--- src/rtl/dist_filter_if.sv ---
// Bus between the range-sensor stage, the distance filter and the BCD stage.
// The filter is the slave; whoever drives samples and watches results is the master.
interface dist_filter_if;
    logic        synch;
    logic [11:0] distance_in;
    logic [11:0] dist_out;
    logic        synch_out;
    logic        err;
    logic [7:0]  drop_cnt;

    modport master (
        output synch,
        output distance_in,
        input  dist_out,
        input  synch_out,
        input  err,
        input  drop_cnt
    );

    modport slave (
        input  synch,
        input  distance_in,
        output dist_out,
        output synch_out,
        output err,
        output drop_cnt
    );
endinterface

--- src/rtl/dist_filter.sv ---
// Distance filter: 3-tap median over valid samples followed by a 4-tap moving
// average. Invalid codes (0 or above MAX_DIST) are kept out of the filter but
// still produce an output pulse, and a run of them raises err.
module dist_filter #(
    parameter int MAX_DIST  = 400,
    parameter int ERR_LIMIT = 3
) (
    input  logic        clk,
    input  logic        rst,
    dist_filter_if.slave bus
);

    localparam int               CNT_W     = $clog2(ERR_LIMIT + 1);
    localparam logic [CNT_W-1:0] ERR_LIM_C = CNT_W'(ERR_LIMIT);
    localparam logic [11:0]      MAX_C     = 12'(MAX_DIST);

    typedef enum logic [2:0] {
        IDLE  = 3'd0,
        SORT1 = 3'd1,
        SORT2 = 3'd2,
        SORT3 = 3'd3,
        AVG   = 3'd4,
        OUT   = 3'd5
    } state_t;

    state_t           state_r;
    state_t           state_next_s;

    logic [11:0]      win_r   [3];
    logic [11:0]      win_next_s [3];
    logic [11:0]      srt_r   [3];
    logic [11:0]      hist_r  [4];
    logic [13:0]      sum_r;
    logic             first_r;
    logic             valid_r;
    logic [CNT_W-1:0] inv_cnt_r;
    logic [CNT_W-1:0] inv_next_s;

    logic [11:0]      dist_out_r;
    logic             synch_out_r;
    logic             err_r;
    logic [7:0]       drop_cnt_r;

    logic             sample_valid_s;

    assign sample_valid_s = (bus.distance_in >= 12'd1) && (bus.distance_in <= MAX_C);

    assign bus.dist_out  = dist_out_r;
    assign bus.synch_out = synch_out_r;
    assign bus.err       = err_r;
    assign bus.drop_cnt  = drop_cnt_r;

    // State register.
    always_ff @(posedge clk or posedge rst) begin
        if (rst) begin
            state_r <= IDLE;
        end else begin
            state_r <= state_next_s;
        end
    end

    // Next-state logic: only IDLE waits for a sample, the rest is a fixed pipeline walk.
    always_comb begin
        state_next_s = IDLE;
        case (state_r)
            IDLE: begin
                if (bus.synch) begin
                    state_next_s = SORT1;
                end else begin
                    state_next_s = IDLE;
                end
            end
            SORT1:   state_next_s = SORT2;
            SORT2:   state_next_s = SORT3;
            SORT3:   state_next_s = AVG;
            AVG:     state_next_s = OUT;
            OUT:     state_next_s = IDLE;
            default: state_next_s = IDLE;
        endcase
    end

    // Window contents after accepting distance_in; a first sample floods every tap.
    always_comb begin
        win_next_s[0] = win_r[1];
        win_next_s[1] = win_r[2];
        win_next_s[2] = bus.distance_in;
        if (first_r) begin
            win_next_s[0] = bus.distance_in;
            win_next_s[1] = bus.distance_in;
        end else begin
            win_next_s[0] = win_r[1];
            win_next_s[1] = win_r[2];
        end
    end

    // Consecutive-invalid count as it will be after the sample now in flight.
    always_comb begin
        inv_next_s = inv_cnt_r;
        if (valid_r) begin
            inv_next_s = {CNT_W{1'b0}};
        end else if (inv_cnt_r == ERR_LIM_C) begin
            inv_next_s = inv_cnt_r;
        end else begin
            inv_next_s = inv_cnt_r + CNT_W'(1);
        end
    end

    // Filter datapath: window capture, three-step median sort, history/sum update.
    always_ff @(posedge clk or posedge rst) begin
        if (rst) begin
            for (int i = 0; i < 3; i++) begin
                win_r[i] <= 12'd0;
                srt_r[i] <= 12'd0;
            end
            for (int i = 0; i < 4; i++) begin
                hist_r[i] <= 12'd0;
            end
            sum_r   <= 14'd0;
            first_r <= 1'b1;
            valid_r <= 1'b0;
        end else begin
            case (state_r)
                IDLE: begin
                    if (bus.synch) begin
                        valid_r <= sample_valid_s;
                        if (sample_valid_s) begin
                            for (int i = 0; i < 3; i++) begin
                                win_r[i] <= win_next_s[i];
                                srt_r[i] <= win_next_s[i];
                            end
                            if (first_r) begin
                                for (int i = 0; i < 4; i++) begin
                                    hist_r[i] <= bus.distance_in;
                                end
                                sum_r   <= {bus.distance_in, 2'b00};
                                first_r <= 1'b0;
                            end
                        end
                    end
                end
                SORT1, SORT3: begin
                    if (srt_r[0] > srt_r[1]) begin
                        srt_r[0] <= srt_r[1];
                        srt_r[1] <= srt_r[0];
                    end
                end
                SORT2: begin
                    if (srt_r[1] > srt_r[2]) begin
                        srt_r[1] <= srt_r[2];
                        srt_r[2] <= srt_r[1];
                    end
                end
                AVG: begin
                    if (valid_r) begin
                        hist_r[0] <= hist_r[1];
                        hist_r[1] <= hist_r[2];
                        hist_r[2] <= hist_r[3];
                        hist_r[3] <= srt_r[1];
                        sum_r     <= sum_r - {2'b00, hist_r[0]} + {2'b00, srt_r[1]};
                    end
                end
                OUT: begin
                    valid_r <= valid_r;
                end
                default: begin
                    valid_r <= 1'b0;
                end
            endcase
        end
    end

    // Registered outputs: result, strobe and error flag update together in OUT.
    always_ff @(posedge clk or posedge rst) begin
        if (rst) begin
            dist_out_r  <= 12'd0;
            synch_out_r <= 1'b0;
            err_r       <= 1'b0;
            inv_cnt_r   <= {CNT_W{1'b0}};
        end else if (state_r == OUT) begin
            dist_out_r  <= sum_r[13:2];
            synch_out_r <= 1'b1;
            inv_cnt_r   <= inv_next_s;
            err_r       <= (inv_next_s == ERR_LIM_C);
        end else begin
            synch_out_r <= 1'b0;
        end
    end

    // Count sensor pulses that arrive while a sample is still being filtered.
    always_ff @(posedge clk or posedge rst) begin
        if (rst) begin
            drop_cnt_r <= 8'd0;
        end else if (bus.synch && (state_r != IDLE) && (drop_cnt_r != 8'hFF)) begin
            drop_cnt_r <= drop_cnt_r + 8'd1;
        end else begin
            drop_cnt_r <= drop_cnt_r;
        end
    end

endmodule
--- src/flat_wrapper.sv ---
// flat-port wrapper written by rule: the top's interface ports become plain ports
module dist_filter_flat 
#(
    parameter int MAX_DIST  = 400,
    parameter int ERR_LIMIT = 3
)
  (clk, rst, bus_synch, bus_distance_in, bus_dist_out, bus_synch_out, bus_err, bus_drop_cnt);
  dist_filter_if bus_i ();
  input  logic clk;
  input  logic rst;
  input wire logic [$bits(bus_i.synch)-1:0] bus_synch;
  input wire logic [$bits(bus_i.distance_in)-1:0] bus_distance_in;
  output wire logic [$bits(bus_i.dist_out)-1:0] bus_dist_out;
  output wire logic [$bits(bus_i.synch_out)-1:0] bus_synch_out;
  output wire logic [$bits(bus_i.err)-1:0] bus_err;
  output wire logic [$bits(bus_i.drop_cnt)-1:0] bus_drop_cnt;
  assign bus_i.synch = bus_synch;
  assign bus_i.distance_in = bus_distance_in;
  assign bus_dist_out = bus_i.dist_out;
  assign bus_synch_out = bus_i.synch_out;
  assign bus_err = bus_i.err;
  assign bus_drop_cnt = bus_i.drop_cnt;
  dist_filter #(.MAX_DIST(MAX_DIST), .ERR_LIMIT(ERR_LIMIT)) u_core (.clk(clk), .rst(rst), .bus(bus_i));
endmodule
--- config.mk ---
export PLATFORM = sky130hd
export DESIGN_NAME = dist_filter_flat
export DESIGN_NICKNAME = d
export VERILOG_FILES = /design/src/rtl/dist_filter_if.sv /design/src/rtl/dist_filter.sv /design/src/flat_wrapper.sv
export SDC_FILE = /design/constraint.sdc
export NUM_CORES = 1
export LEC_CHECK = 0
export BUFFER_PORTS_ARGS = -buffer_cell sky130_fd_sc_hd__buf_2
export CORE_MARGIN = 4
export CORE_UTILIZATION = 33
export CTS_BUF_LIST = sky130_fd_sc_hd__clkbuf_8 sky130_fd_sc_hd__clkbuf_16
export DETAILED_ROUTE_END_ITERATION = 10
export PLACE_DENSITY = 0.51
export SKIP_CTS_REPAIR_TIMING = 1
export SLEW_MARGIN = 20
export SYNTH_ARGS = -nofsm -noshare
export SYNTH_HDL_FRONTEND = slang
export SYNTH_SLANG_ARGS = --single-unit
--- constraint.sdc ---
create_clock -name clk -period 7.2 [get_ports clk]
set_input_delay 1.44 -clock clk [delete_from_list [all_inputs] [get_ports clk]]
set_output_delay 1.44 -clock clk [all_outputs]
set_load 0.02 [all_outputs]
Yosys cells after proc, flatten, opt, wreduce, memory -nomap -nowiden
Index checks and enable logic that the tools add are counted.

Register bits after elaboration: 151. Latch bits: 0. Memory bits (writable): 0. Bits in read-only memories: 0. Input port bits: 15. Output and inout port bits: 22. Word-level logic and storage cells: 83. Memories kept: 0.

Add/sub/neg operators: 4. Multiply operators: 0. Divide/modulo/power cells: 0. $lt $le $gt $ge: 4. Equal/unequal tests: 14. Shifts and indexed selects: 0. Muxes and demuxes: 25. Bitwise logic cells: 1. Reduce and logical (&&, ||, !) cells: 17.

Operators by type and width (number): two-way mux 48 bit (4); case mux 48 bit (2 select lines) (1); two-way mux 24 bit (3); two-way mux 36 bit (2); two-way mux 14 bit (4); case mux 12 bit (2 select lines) (2); case mux 12 bit (3 select lines) (1); case mux 14 bit (2 select lines) (1); > comparator 12 bit (2); case mux 3 bit (5 select lines) (1); adder 14 x 12 -> 14 bit (1); subtractor 14 x 12 -> 14 bit (1); greater-or-equal comparator 12 x 1 -> 1 bit, second input constant (1); less-or-equal comparator 12 x 9 -> 1 bit, second input constant (1); inequality test 2 x 1 -> 1 bit, second input constant (5); AND reduction 5 bit (2); adder 8 x 1 -> 8 bit, second input constant (1); inequality test 8 bit, second input constant (1); AND reduction 4 bit (2); == test 3 x 2 -> 1 bit, second input constant (2); == test 3 bit, second input constant (2); nonzero test 2 bit (3); nonzero test 3 bit (2); OR reduction 5 bit (1); other kinds (13) (19).

Logic depth before layout (Yosys ltp)
Word-level depth: 5. Depth in mapped cells: 11. Depth with buffers taken out: 11.

Worst setup path before layout
No wires, ideal clock.

Path type: input -> register. From: in bus_distance_in[2]. To: reg u_core.win_r[0] in the netlist's numbering. Setup time: 0.125 ns. Data arrival time: 2.898 ns. Data required time: 7.075 ns. Slack: 4.177 ns. Cell stages on the path: 7. Path buffers: 2. Cell sequence: nor4_2 -> o221ai_1 -> a31o_2 -> nor2_2 -> buf_4 -> buf_4 -> mux2_2.

Longest elaborated chain between the ends: 3. Elaborated cells on any way between the ends: 4.

Ends and longest elaborated chain: from (decl) (RTL line flat_wrapper.sv:12) `input wire logic [$bits(bus_i.distance_in)-1:0] bus_distance_in;`; greater-or-equal comparator 12 x 1 -> 1 bit / less-or-equal comparator 12 x 9 -> 1 bit (equally long branches) (RTL line dist_filter.sv:46) `assign sample_valid_s = (bus.distance_in >= 12'd1) && (bus.distance_in <= MAX_C);`; logical AND 1 bit (*) (RTL line dist_filter.sv:46); AND reduction 3 bit (no line) (*); to (signal, indexed assignment) (RTL line dist_filter.sv:128) `win_r[i] <= win_next_s[i];`; to (decl) (RTL line dist_filter.sv:29) `logic [11:0] win_r [3];`.

Mark *: on every way between the ends. The rest lies on a longest branch, timed or not. A chain may end at the register's enable or synchronous reset.

Final worst setup path
From: in bus_distance_in[9]. To: reg u_core.sum_r[9].

Longest elaborated chain between the ends: 4. Elaborated cells on any way between the ends: 5.

Ends and longest elaborated chain: greater-or-equal comparator 12 x 1 -> 1 bit / less-or-equal comparator 12 x 9 -> 1 bit (equally long branches) (RTL line dist_filter.sv:46); logical AND 1 bit (*) (RTL line dist_filter.sv:46); inequality test 2 x 1 -> 1 bit (no line) (*); AND reduction 5 bit (no line) (*); to (signal assigned) (RTL line dist_filter.sv:135) `sum_r <= {bus.distance_in, 2'b00};`; to (signal assigned) (RTL line dist_filter.sv:159) `sum_r <= sum_r - {2'b00, hist_r[0]} + {2'b00, srt_r[1]};`; to (decl) (RTL line dist_filter.sv:33) `logic [13:0] sum_r;`.

Marks and branches as above.

==> impl_metrics.yaml <==
run_status:
  outcome: "finished clean"
power:
  ir_drop_mv: 0.168
  p_sw_share_pct: 41.7
  p_clk_share_pct: 20.0
  power_frac_comb_pct: 49.2
  seqPwrFrac_pct: 30.8
  p_sw_w: 0.00200
  p_total_w: 0.00480
  power.density_nw_per_um2: 504
  leakage_nw: 4.54
  p_int_w: 0.00280
final_layout:
  seq_area_um2: 3780
  layout-drive-gt1-share_pct: 13.7
  final_net_count: 965
  finalNonFillerCells: 1241
  area_growth_pct: 12.5
  multi_input_area_um2: 4200
  fin_area_um2: 9530
  nFillCells: 2510
  n_antenna_cell: 0
clock_tree:
  cts_max_level: 4
  cts_sinks: 151
  path_clk_slew_ps: 60
  cts_tree: "built"
  worstSkewPairLatency_ps: 430
  max-clock-path-buffers: 2
  cts_buffers: 17
  root_buffer: "clkbuf_16"
placement:
  routabilityCongestion: 0.750
  placed_area_um2: 8890
  io_buffer_count: 36
  place_ws_ps: 3210
  placed_cells: 1210
  dp_hpwl_um: 13500
drt:
  wl_um: 19500
  drc_errors: 0
  vias_per_cell: 4.92
  drtIter0Drc: 443
  detail-route-antenna-nets: 0
  drt_first_pass_iters: 5
  vias: 6107
  wl_per_cell_um: 15.7
logic_synthesis:
  syn_inst: 883
  yosysMostFrequentCell: "dfrtp_1"
  ys_seq_area_share_pct: 44.6
  synth_nets: 949
  synth_edf_count: 0
  synth_top_flop_cell: "dfrtp_1"
  synthArstFlopShare_pct: 100
  synth_top_area_cell: "dfrtp_1"
  synth_seq_cells: 151
  synth_cell_types: 61
  ys_top_cells_by_count: "dfrtp_1, nand2_1, a21oi_1"
  synth_warnings: 0
  netlist_top_cells_area: "dfrtp_1, a21oi_1, ha_1"
  netlist.area_leader.share_pct: 44.3
  synthesis.area_um2: 8470
  avgSynthCellArea_um2: 9.59
global_routing:
  grt_max_degree: 103
  antenna_found_initial: 0
  globalRouteTotalUtil_pct: 14.4
  grt_pass1_vias: 5919
  grt_pass1_wl_um: 32600
  grt-ovfl-total: 0
sta:
  tightest_slew_ps: 978
  maxSlewViolCount: 0
  period_minus_slack_ps: 3320
  rsz0062_at_grt: "false"
  finalWorstSetupSlack_ps: 3880
  finalHoldViolations: 0
  tns_ps: 0
  finalCritPeriodShare_pct: 46.1
  fmax_mhz: 301
  maxSlewHeadroom_pct: 34.8
  setup_viol: 0
  fin_skew_ps: 13.6
min_path:
  hp-class: "reg2reg"
floorplanning:
  start_util_pct: 33.6
  die_y_um: 168
  io_pins: 37
  core_area_um2: 25200
  fp.dieArea_um2: 28300
  rows: 58
  die_w_um: 168
worst_setup_path:
  arrival_ps: 3590
  crit_required_ps: 7470
  end_kind: "flop"
  criticalPathCategory: "in2reg"
  startpoint_type: "input port"
  crit_fanout: 102
run:
  timing.max_cap.violations: 0
==> logic make-up (layout without fill, tap and decap cells) <==
| group | after synthesis | after routing | synth area share [%] |
|---|---|---|---|
| compound gates | 231 | 231 | 15.6 |
| simple gates | 239 | 239 | 13.1 |
| buf+inv | 115 | 143 | 5.87 |
| mux | 83 | 83 | 10.8 |
| xor+xnor | 13 | 13 | 1.34 |
| flops | 151 | 151 | 44.6 |
| fa+ha+maj | 51 | 51 | 8.60 |
==> routing by layer <==
layer	track usage (%)	part of all wire, %
met1	22.0	53
met2	20.7	43
met3	2.96	3.4
met4	3.49	0.81
met5	0	0
==> area by class of cell <==
class / instances / area share, %
Inverter: 68 / 2.73
Timing Repair Buffer: 44 / 2.52
Multi-Input combinational cell: 617 / 44.1
Clock inverter: 12 / 1.84
Sequential cell: 151 / 39.7
Clock buffer: 19 / 4.76
Tap cell: 330 / 4.33
==> critical path, stage by stage <==
cell,delay [ps]
buf_2,120
nor4b_1,390
o221ai_1,200
a31o_2,310
a22o_2,270
buf_4,410
a311oi_1,380
a21oi_1,70
==> cells in the final DEF (no fill, tap or decap), types with 17 or more instances in the layout <==
master     count
nand3_1       18
inv_1         67
o21ai_0       79
nor2_1        32
nand2_1      117
buf_2         36
dfrtp_1      150
mux2_2        23
mux2i_1       48
nor2b_1       29
ha_1          39
clkbuf_16     17
a21oi_1      103
==> stage by stage <==
stage          hold WS [ps]  util (%)
3_5_place_dp            455      35.3
3_3_place_gp            449      35.3
5_1_grt                 494      37.8
6_report                466      37.8
2_1_floorplan           438         -
4_1_cts                 469      37.8
==> power groups by stage <==
| stage | Clock [W] | Sequential [W] | Combinational [W] |
|---|---|---|---|
| after floorplan | 0 | 0.00146 | 0.00183 |
| after global placement | 0 | 0.00149 | 0.00235 |
| after detailed placement | 0 | 0.00150 | 0.00236 |
| after CTS | 0.000988 | 0.00148 | 0.00238 |
| after global routing | 0.00103 | 0.00153 | 0.00269 |
| final | 0.000959 | 0.00148 | 0.00236 |
==> registers in the layout (all words and copies together) (netlist names) <==
register              cells
u_core.bus.synch_out      1
u_core.sum_r             14
u_core.valid_r            1
u_core.state_r            3
u_core.hist_r            48
u_core.win_r             24
u_core.first_r            1
u_core.srt_r             36
u_core.inv_cnt_r          2
u_core.bus.dist_out      12
u_core.bus.err            1
u_core.bus.drop_cnt       8
==> worst paths after layout <==
kind / depth (start not counted) / endpoint / from / slack [ps]
hold / removal: 2 / u_core.hist_r[22] / u_core.hist_r[22] / 470
setup / recovery: 8 / u_core.sum_r[9] / bus_distance_in[9] / 3880
setup reg to reg: 10 / u_core.sum_r[8] / u_core.srt_r[17] / 4100
hold reg to reg: 2 / u_core.hist_r[22] / u_core.hist_r[22] / 470
min in group asynchronous: 2 / u_core.state_r[1] / rst / 1140
max in group asynchronous: 3 / u_core.srt_r[14] / rst / 4680
Power figures use the tool's default switching activity.
